$ cat src/rtl/dkong_pkg.sv
// dkong_pkg: shared types and constants for the Donkey Kong ROM download path.
//   state_e       - loader FSM states
//   region_hit_t  - per-byte region/strobe decode result
//   SND_BASE/WAV_BASE, IOCTL_IDX_*, MOD_* codes, mod_onehot() helper
package dkong_pkg;

  typedef enum logic [2:0] {
    ST_IDLE  = 3'd0,
    ST_LOAD  = 3'd1,
    ST_HOLD  = 3'd2,
    ST_READY = 3'd3,
    ST_ERROR = 3'd4
  } state_e;

  typedef struct packed {
    logic main;
    logic snd;
    logic wav;
    logic dl;
  } region_hit_t;

  // Main ROM region starts at 0; its limit and the others' come from the AW params.
  localparam logic [24:0] SND_BASE = 25'h000E000;
  localparam logic [24:0] WAV_BASE = 25'h0010000;

  localparam logic [7:0] IOCTL_IDX_ROM = 8'd0;
  localparam logic [7:0] IOCTL_IDX_MOD = 8'd1;
  localparam logic [7:0] IOCTL_IDX_DIP = 8'd254;

  localparam logic [7:0] MOD_DK         = 8'd0;
  localparam logic [7:0] MOD_DKJR       = 8'd1;
  localparam logic [7:0] MOD_DK3        = 8'd2;
  localparam logic [7:0] MOD_RADARSCOPE = 8'd3;
  localparam logic [7:0] MOD_PESTPLACE  = 8'd4;

  // One-hot {pestplace, radarscope, dk3, dkjr, dk}; unknown codes select nothing.
  function automatic logic [4:0] mod_onehot(input logic [7:0] m);
    case (m)
      MOD_DK:         return 5'b00001;
      MOD_DKJR:       return 5'b00010;
      MOD_DK3:        return 5'b00100;
      MOD_RADARSCOPE: return 5'b01000;
      MOD_PESTPLACE:  return 5'b10000;
      default:        return 5'b00000;
    endcase
  endfunction

endpackage

$ cat src/rtl/dkong_rom_loader_if.sv
// dkong_rom_loader_if: ioctl download stream in, ROM write/config outputs back.
//   master - hps_io side: drives ioctl_*, observes loader outputs
//   slave  - loader side: samples ioctl_*, drives strobes, config and status
interface dkong_rom_loader_if;
  logic        ioctl_download;
  logic        ioctl_wr;
  logic [7:0]  ioctl_index;
  logic [24:0] ioctl_addr;
  logic [7:0]  ioctl_dout;

  logic [15:0] rom_addr;
  logic [7:0]  rom_data;
  logic        main_we;
  logic        snd_we;
  logic        wav_we;
  logic        dl_wr;
  logic [4:0]  mod_sel;
  logic [7:0]  dip_sw0;
  logic        core_reset;
  logic        rom_ready;
  logic        load_err;
  logic [15:0] cksum;

  modport master (
    output ioctl_download, ioctl_wr, ioctl_index, ioctl_addr, ioctl_dout,
    input  rom_addr, rom_data, main_we, snd_we, wav_we, dl_wr,
    input  mod_sel, dip_sw0, core_reset, rom_ready, load_err, cksum
  );

  modport slave (
    input  ioctl_download, ioctl_wr, ioctl_index, ioctl_addr, ioctl_dout,
    output rom_addr, rom_data, main_we, snd_we, wav_we, dl_wr,
    output mod_sel, dip_sw0, core_reset, rom_ready, load_err, cksum
  );
endinterface

$ cat src/rtl/dkong_region_decode.sv
// dkong_region_decode: combinational index/address -> {main, snd, wav, dl} hits.
//   index_i - ioctl index, addr_i - ioctl byte address, hit_o - decode result
// Only index-0 (ROM) bytes can hit. The three ROM regions are disjoint;
// dl is decoded separately on addr[23:16].
module dkong_region_decode
  import dkong_pkg::*;
#(
  parameter int MAIN_AW = 15,
  parameter int SND_AW  = 12,
  parameter int WAV_AW  = 16
) (
  input  logic [7:0]  index_i,
  input  logic [24:0] addr_i,
  output region_hit_t hit_o
);

  localparam logic [24:0] MAIN_LIM = 25'd1 << MAIN_AW;
  localparam logic [24:0] SND_LIM  = SND_BASE + (25'd1 << SND_AW);
  localparam logic [24:0] WAV_LIM  = WAV_BASE + (25'd1 << WAV_AW);

  logic is_rom;

  always_comb begin
    is_rom     = (index_i == IOCTL_IDX_ROM);
    hit_o.main = is_rom && (addr_i < MAIN_LIM);
    hit_o.snd  = is_rom && (addr_i >= SND_BASE) && (addr_i < SND_LIM);
    hit_o.wav  = is_rom && (addr_i >= WAV_BASE) && (addr_i < WAV_LIM);
    hit_o.dl   = is_rom && (addr_i[23:16] == 8'h00);
  end

endmodule

$ cat src/rtl/dkong_rom_loader.sv
// dkong_rom_loader: ioctl download front-end for the Donkey Kong core.
//   clk_sys - system clock, reset - synchronous active-high
//   bus     - dkong_rom_loader_if.slave (ioctl stream in; ROM strobes,
//             mod_sel, dip_sw0, core_reset, rom_ready, load_err, cksum out)
// Optional: define ROM_LOADER_CKSUM_EN to build the 16-bit image checksum;
// otherwise cksum is tied to 0.
module dkong_rom_loader
  import dkong_pkg::*;
#(
  parameter int MAIN_AW   = 15,
  parameter int SND_AW    = 12,
  parameter int WAV_AW    = 16,
  parameter int MIN_BYTES = 32768,
  parameter int HOLD_CYC  = 16
) (
  input logic              clk_sys,
  input logic              reset,
  dkong_rom_loader_if.slave bus
);

  localparam int          HW        = $clog2(HOLD_CYC + 1);
  localparam logic [HW-1:0] HOLD_LOAD = HW'(HOLD_CYC - 1);
  localparam logic [HW-1:0] HOLD_ONE  = HW'(1);
  localparam logic [16:0] MIN_CNT   = 17'(MIN_BYTES);

  state_e        state_q, state_d;
  logic [HW-1:0] hold_q, hold_d;
  logic [16:0]   byte_cnt_q, byte_cnt_d;
  region_hit_t   hit;

  logic [15:0] rom_addr_q;
  logic [7:0]  rom_data_q;
  logic        main_we_q, snd_we_q, wav_we_q, dl_wr_q;
  logic [7:0]  mod_q, dip_q;
  logic [4:0]  mod_sel_q;
  logic        core_reset_q, rom_ready_q, load_err_q;

  logic rom_wr, load_enter, acc;

  dkong_region_decode #(
    .MAIN_AW(MAIN_AW),
    .SND_AW (SND_AW),
    .WAV_AW (WAV_AW)
  ) u_decode (
    .index_i(bus.ioctl_index),
    .addr_i (bus.ioctl_addr),
    .hit_o  (hit)
  );

  // acc covers the byte on the entry cycle and the byte that coincides
  // with the download falling edge.
  always_comb begin
    rom_wr     = bus.ioctl_wr && (bus.ioctl_index == IOCTL_IDX_ROM);
    load_enter = bus.ioctl_download && (bus.ioctl_index == IOCTL_IDX_ROM)
                 && (state_q != ST_LOAD);
    acc        = rom_wr && ((state_q == ST_LOAD) || load_enter);
  end

  always_comb begin
    state_d    = state_q;
    hold_d     = hold_q;
    byte_cnt_d = byte_cnt_q;

    if (load_enter) begin
      byte_cnt_d = acc ? 17'd1 : 17'd0;
    end else if (acc && (byte_cnt_q != '1)) begin
      byte_cnt_d = byte_cnt_q + 17'd1;
    end

    if (load_enter) begin
      state_d = ST_LOAD;
    end else begin
      case (state_q)
        ST_LOAD: begin
          if (!bus.ioctl_download) begin
            state_d = ST_HOLD;
            hold_d  = HOLD_LOAD;
          end
        end
        ST_HOLD: begin
          if (hold_q == '0) begin
            state_d = (byte_cnt_q >= MIN_CNT) ? ST_READY : ST_ERROR;
          end else begin
            hold_d = hold_q - HOLD_ONE;
          end
        end
        default: ;
      endcase
    end
  end

  always_ff @(posedge clk_sys) begin
    if (reset) begin
      state_q      <= ST_IDLE;
      hold_q       <= '0;
      byte_cnt_q   <= '0;
      rom_addr_q   <= '0;
      rom_data_q   <= '0;
      main_we_q    <= 1'b0;
      snd_we_q     <= 1'b0;
      wav_we_q     <= 1'b0;
      dl_wr_q      <= 1'b0;
      mod_q        <= MOD_DK;
      mod_sel_q    <= 5'b00001;
      dip_q        <= '0;
      core_reset_q <= 1'b1;
      rom_ready_q  <= 1'b0;
      load_err_q   <= 1'b0;
    end else begin
      state_q    <= state_d;
      hold_q     <= hold_d;
      byte_cnt_q <= byte_cnt_d;
      if (bus.ioctl_wr) begin
        rom_addr_q <= bus.ioctl_addr[15:0];
        rom_data_q <= bus.ioctl_dout;
      end
      main_we_q <= bus.ioctl_wr && hit.main;
      snd_we_q  <= bus.ioctl_wr && hit.snd;
      wav_we_q  <= bus.ioctl_wr && hit.wav;
      dl_wr_q   <= bus.ioctl_wr && hit.dl;
      if (bus.ioctl_wr && (bus.ioctl_index == IOCTL_IDX_MOD)) begin
        mod_q <= bus.ioctl_dout;
      end
      mod_sel_q <= mod_onehot(mod_q);
      if (bus.ioctl_wr && (bus.ioctl_index == IOCTL_IDX_DIP)
          && (bus.ioctl_addr == 25'd0)) begin
        dip_q <= bus.ioctl_dout;
      end
      core_reset_q <= (state_d != ST_READY);
      rom_ready_q  <= (state_d == ST_READY);
      load_err_q   <= (state_d == ST_ERROR);
    end
  end

`ifdef ROM_LOADER_CKSUM_EN
  logic [15:0] cksum_q, cksum_d;

  always_comb begin
    cksum_d = cksum_q;
    if (load_enter) begin
      cksum_d = acc ? {8'h00, bus.ioctl_dout} : 16'h0000;
    end else if (acc) begin
      cksum_d = cksum_q + {8'h00, bus.ioctl_dout};
    end
  end

  always_ff @(posedge clk_sys) begin
    if (reset) cksum_q <= '0;
    else       cksum_q <= cksum_d;
  end

  assign bus.cksum = cksum_q;
`else
  assign bus.cksum = 16'h0000;
`endif

  assign bus.rom_addr   = rom_addr_q;
  assign bus.rom_data   = rom_data_q;
  assign bus.main_we    = main_we_q;
  assign bus.snd_we     = snd_we_q;
  assign bus.wav_we     = wav_we_q;
  assign bus.dl_wr      = dl_wr_q;
  assign bus.mod_sel    = mod_sel_q;
  assign bus.dip_sw0    = dip_q;
  assign bus.core_reset = core_reset_q;
  assign bus.rom_ready  = rom_ready_q;
  assign bus.load_err   = load_err_q;

endmodule

$ cat src/flat_wrapper.sv
// flat-port wrapper written by rule: the top's interface ports become plain ports
module dkong_rom_loader_flat import dkong_pkg::*;
#(
  parameter int MAIN_AW   = 15,
  parameter int SND_AW    = 12,
  parameter int WAV_AW    = 16,
  parameter int MIN_BYTES = 32768,
  parameter int HOLD_CYC  = 16
)
  (clk_sys, reset, bus_ioctl_download, bus_ioctl_wr, bus_ioctl_index, bus_ioctl_addr, bus_ioctl_dout, bus_rom_addr, bus_rom_data, bus_main_we, bus_snd_we, bus_wav_we, bus_dl_wr, bus_mod_sel, bus_dip_sw0, bus_core_reset, bus_rom_ready, bus_load_err, bus_cksum);
  dkong_rom_loader_if bus_i ();
  input logic clk_sys;
  input logic reset;
  input wire logic [$bits(bus_i.ioctl_download)-1:0] bus_ioctl_download;
  input wire logic [$bits(bus_i.ioctl_wr)-1:0] bus_ioctl_wr;
  input wire logic [$bits(bus_i.ioctl_index)-1:0] bus_ioctl_index;
  input wire logic [$bits(bus_i.ioctl_addr)-1:0] bus_ioctl_addr;
  input wire logic [$bits(bus_i.ioctl_dout)-1:0] bus_ioctl_dout;
  output wire logic [$bits(bus_i.rom_addr)-1:0] bus_rom_addr;
  output wire logic [$bits(bus_i.rom_data)-1:0] bus_rom_data;
  output wire logic [$bits(bus_i.main_we)-1:0] bus_main_we;
  output wire logic [$bits(bus_i.snd_we)-1:0] bus_snd_we;
  output wire logic [$bits(bus_i.wav_we)-1:0] bus_wav_we;
  output wire logic [$bits(bus_i.dl_wr)-1:0] bus_dl_wr;
  output wire logic [$bits(bus_i.mod_sel)-1:0] bus_mod_sel;
  output wire logic [$bits(bus_i.dip_sw0)-1:0] bus_dip_sw0;
  output wire logic [$bits(bus_i.core_reset)-1:0] bus_core_reset;
  output wire logic [$bits(bus_i.rom_ready)-1:0] bus_rom_ready;
  output wire logic [$bits(bus_i.load_err)-1:0] bus_load_err;
  output wire logic [$bits(bus_i.cksum)-1:0] bus_cksum;
  assign bus_i.ioctl_download = bus_ioctl_download;
  assign bus_i.ioctl_wr = bus_ioctl_wr;
  assign bus_i.ioctl_index = bus_ioctl_index;
  assign bus_i.ioctl_addr = bus_ioctl_addr;
  assign bus_i.ioctl_dout = bus_ioctl_dout;
  assign bus_rom_addr = bus_i.rom_addr;
  assign bus_rom_data = bus_i.rom_data;
  assign bus_main_we = bus_i.main_we;
  assign bus_snd_we = bus_i.snd_we;
  assign bus_wav_we = bus_i.wav_we;
  assign bus_dl_wr = bus_i.dl_wr;
  assign bus_mod_sel = bus_i.mod_sel;
  assign bus_dip_sw0 = bus_i.dip_sw0;
  assign bus_core_reset = bus_i.core_reset;
  assign bus_rom_ready = bus_i.rom_ready;
  assign bus_load_err = bus_i.load_err;
  assign bus_cksum = bus_i.cksum;
  dkong_rom_loader #(.MAIN_AW(MAIN_AW), .SND_AW(SND_AW), .WAV_AW(WAV_AW), .MIN_BYTES(MIN_BYTES), .HOLD_CYC(HOLD_CYC)) u_core (.clk_sys(clk_sys), .reset(reset), .bus(bus_i));
endmodule
$ cat config.mk
export PLATFORM = sky130hd
export DESIGN_NAME = dkong_rom_loader_flat
export DESIGN_NICKNAME = d
export VERILOG_FILES = /design/src/rtl/dkong_pkg.sv /design/src/rtl/dkong_rom_loader_if.sv /design/src/rtl/dkong_region_decode.sv /design/src/rtl/dkong_rom_loader.sv /design/src/flat_wrapper.sv
export SDC_FILE = /design/constraint.sdc
export NUM_CORES = 1
export LEC_CHECK = 0
export CORE_ASPECT_RATIO = 1.5
export CORE_MARGIN = 4
export CORE_UTILIZATION = 42
export DETAILED_ROUTE_END_ITERATION = 12
export PLACE_DENSITY = 0.76
export SLEW_MARGIN = 10
export SYNTH_ARGS = -nofsm -noshare
export SYNTH_HDL_FRONTEND = slang
export SYNTH_SLANG_ARGS = --single-unit
$ cat constraint.sdc
create_clock -name clk_sys -period 2.55 [get_ports clk_sys]
set_clock_uncertainty 0.2 [all_clocks]
set_input_delay 0.51 -clock clk_sys [delete_from_list [all_inputs] [get_ports clk_sys]]
set_output_delay 0.51 -clock clk_sys [all_outputs]
set_load 0.01 [all_outputs]
==> summary.txt <==
Status
  • Status: finished clean

Clock tree
  • H-tree depth: 3
  • Reg clk slew, reported paths: ~0.060 ns
  • CTS Hold Bufs: 0
  • CTS Buffer Depth: 2
  • Worst-Skew Late Latency: 0.33 ns
  • Num CTS Buffers: 9
  • CTS Root Cell: clkbuf_16
  • CTS Sinks: 77
  • CTS tree: done

Yosys
  • Mean Syn Cell Area: 9.29 um^2
  • Gate Count Post-Synth: 374
  • Syn. warnings: 0
  • Post-Syn Area: 3480 um^2
  • Number of synthesized flops with an enable pin: 0
  • Main synth FF type: dfxtp_1
  • Unique cell type count in the Yosys netlist: 53
  • #FFs+latches synth: 77
  • Sequential share of the synthesized area: 44.3%
  • Asr flop ratio synth: 0%

Power and ir drop
  • Clk pwr share: a little under half
  • Psw: 0.656 mW
  • PwrDens: between 500 and 600 nW/um^2
  • Pleak: about 1.9 nW
  • Sequential Power Share: approximately 44%
  • P_int: 2.14 mW
  • Switching Fraction: 23.4%
  • Max IR drop VDD: ~520 uV
  • Power, Total: roughly 2.8 mW
  • Gate power share: 9.8%

Placed design
  • Placed Cells: 587
  • Post-DP HPWL: roughly 7100 um
  • Input/output buffers: 88
  • GP Congestion: 0.840
  • Setup WS pre-CTS: -0.455 ns

STA
  • Setup-failing EPs final: 0
  • Max-slew violation total from the final report: 0
  • Final worst setup slack: 0.101 ns
  • Fin. Hold Viols: 0
  • RSZ-0062 raised after global routing: yes
  • Post-route minimum period: roughly 2.4 ns
  • F_max: roughly 0.41 GHz
  • Setup TNS: 0 ns
  • Final Cycle Share: 96.0%

GRT
  • Busiest grt layer: met2
  • GR Layer Usage met1: 22.9%
  • M2 GR Usage: 35.9%
  • Congestion Overflow GR: 0
  • GR met3 Demand/Resource: ~4.6%
  • Total global-route track usage: a little over 20%
  • Number of global-route vias before repair: around 3,300
  • First-pass GRT wire length: 15,700 um
  • Initial antenna violation count: 0
  • Largest net degree at the start of global routing: 40

Final layout
  • Post-Layout Cell Count: 610
  • Antenna cells: 0
  • # nets final: 550
  • Layout cell share with drive strength beyond 1: 16.2%
  • Area Overhead vs Synth: 45.6%
  • Fillers: 677

Hold path
  • Hold Crit Class: reg2reg

Setup path
  • Worst Path Max Fanout: 8
  • Worst endpoint required time: 2.55 ns
  • Crit path kind: in2reg
  • CP endpoint kind: flop
  • Crit path DAT: 2.44 ns
  • Startpoint Class: input pin

Routing
  • Starting DRC count in detailed routing: 199
  • Final wirelength: between 9000 and 10,000 um
  • DR pass1 iterations: 4
  • WL/cell: 16.1 um
  • Vias per std cell: 5.42
  • Residual DRC: 0
  • Detail Route Antenna Nets: 0
  • Vias: 3,305

Floorplanning
  • Initial core utilization: a little over two fifths
  • Die area: between 9000 and 10,000 um^2
  • Core area: 8060 um^2
  • Die Width: 82.3 um
  • Core Rows: 40
  • Chip height: 119 um
  • I/O pin total: 105

Run
  • Max cap viols: 0
==> power by group through the flow <==
stage | combinational [mW] | clock, mW | sequential, mW
after floorplan | 0.101 | 0 | 1.27
after global placement | 0.259 | 0 | 1.26
after detailed placement | 0.262 | 0 | 1.26
after CTS | 0.270 | 1.30 | 1.24
after global routing | 0.294 | 1.35 | 1.24
final | 0.273 | 1.29 | 1.24
==> synthesized netlist by cell type, drive strengths merged (7+ instances only) <==
library cell / n / share of area (%)
a21oi: 23 / 3.3
buf: 26 / 4.9
clkbuf: 8 / 0.86
dfxtp: 77 / 44
inv: 12 / 1.3
mux2i: 34 / 9.8
nand2: 13 / 1.4
nand3: 7 / 1.0
nand4: 14 / 2.5
nor2: 40 / 4.3
nor3: 7 / 1.2
nor4: 11 / 2.0
o21ai: 7 / 1.3
o31ai: 19 / 4.1
or3: 11 / 2.0
or4: 15 / 3.3
==> layout by cell type, fill, tap and decap left out, types with 14 or more instances in the layout <==
master,synthesis,routed
buf_4,16,39
o31ai_1,19,19
dfxtp_1,77,77
a21oi_1,23,22
nor2_1,40,40
conb_1,1,16
clkdlybuf4s50_1,0,84
mux2i_1,34,34
nand4_1,14,14
or4_1,14,14
==> sequential cells by signal, summed over array words and instances, names as in the netlist <==
signal and cells:
u_core.bus.core_reset 1, u_core.bus.dip_sw0 8, u_core.bus.dl_wr 1, u_core.bus.load_err 1
u_core.bus.main_we 1, u_core.bus.mod_sel 5, u_core.bus.rom_addr 16, u_core.bus.rom_data 8
u_core.bus.rom_ready 1, u_core.bus.snd_we 1, u_core.bus.wav_we 1, u_core.byte_cnt_q 17
u_core.hold_q 5, u_core.mod_q 8, u_core.state_q 3
==> cell type report <==
type                            instances  area [um^2]  share of cell area, %
Tap cell                              105          131                   2.60
Multi-Input combinational cell        266         1790                   35.3
Clock inverter                          7         75.1                   1.48
Clock buffer                            9          225                   4.45
Timing Repair Buffer                  134         1250                   24.8
Inverter                               12         45.0                  0.890
Sequential cell                        77         1540                   30.5
==> path summary, 6_finish.rpt <==
path	cells after the start	slack [ns]	start	endpoint
worst max-delay path	5	0.10	bus_ioctl_addr[12]	u_core.bus.dip_sw0[0]
worst min-delay path	2	0.27	u_core.bus.dip_sw0[7]	u_core.bus.dip_sw0[7]
worst max register to register	9	0.14	u_core.byte_cnt_q[9]	u_core.byte_cnt_q[13]
worst min register to register	2	0.27	u_core.bus.dip_sw0[7]	u_core.bus.dip_sw0[7]
==> cell families after synthesis <==
group / count (synthesis) / synth area share (%)
AND/OR/NAND/NOR: 141 / 23.2
flip-flops: 77 / 44.3
other: 1 / 0.108
adder cells (fa/ha/maj): 5 / 1.80
AO/OA/AOI/OAI: 69 / 13.4
buffers and inverters: 46 / 7.02
multiplexers: 35 / 10.1
==> stage by stage <==
stage          util (%)  hold slack [ns]  cell area [um^2]
3_5_place_dp       57.7            0.261              4650
5_1_grt            62.8            0.297              5060
6_report           62.8            0.274              5060
2_1_floorplan         -            0.235              3530
4_1_cts            61.9            0.275              4990
3_3_place_gp       57.7            0.253              4650
==> per-layer routing <==
metal	routed length, um	vias to the layer above
met5	0	-
met4	218	0
met3	575	20
met2	5270	111
met1	3750	1569
li1	-	1605
==> what timing repair did <==
item,4_1_cts,5_1_grt
buffers inserted,4,2
endpoints found under the setup margin,16,17
pin swaps,2,2
gates cloned,0,1
resized for setup,5,12
==> worst max-delay path, stage by stage <==
cell and delay, ns:
clkdlybuf4s50_1 0.44, or3_1 0.42, or4_1 0.68, o31ai_1 0.29
a21oi_1 0.10
Power figures use the tool's default switching activity.
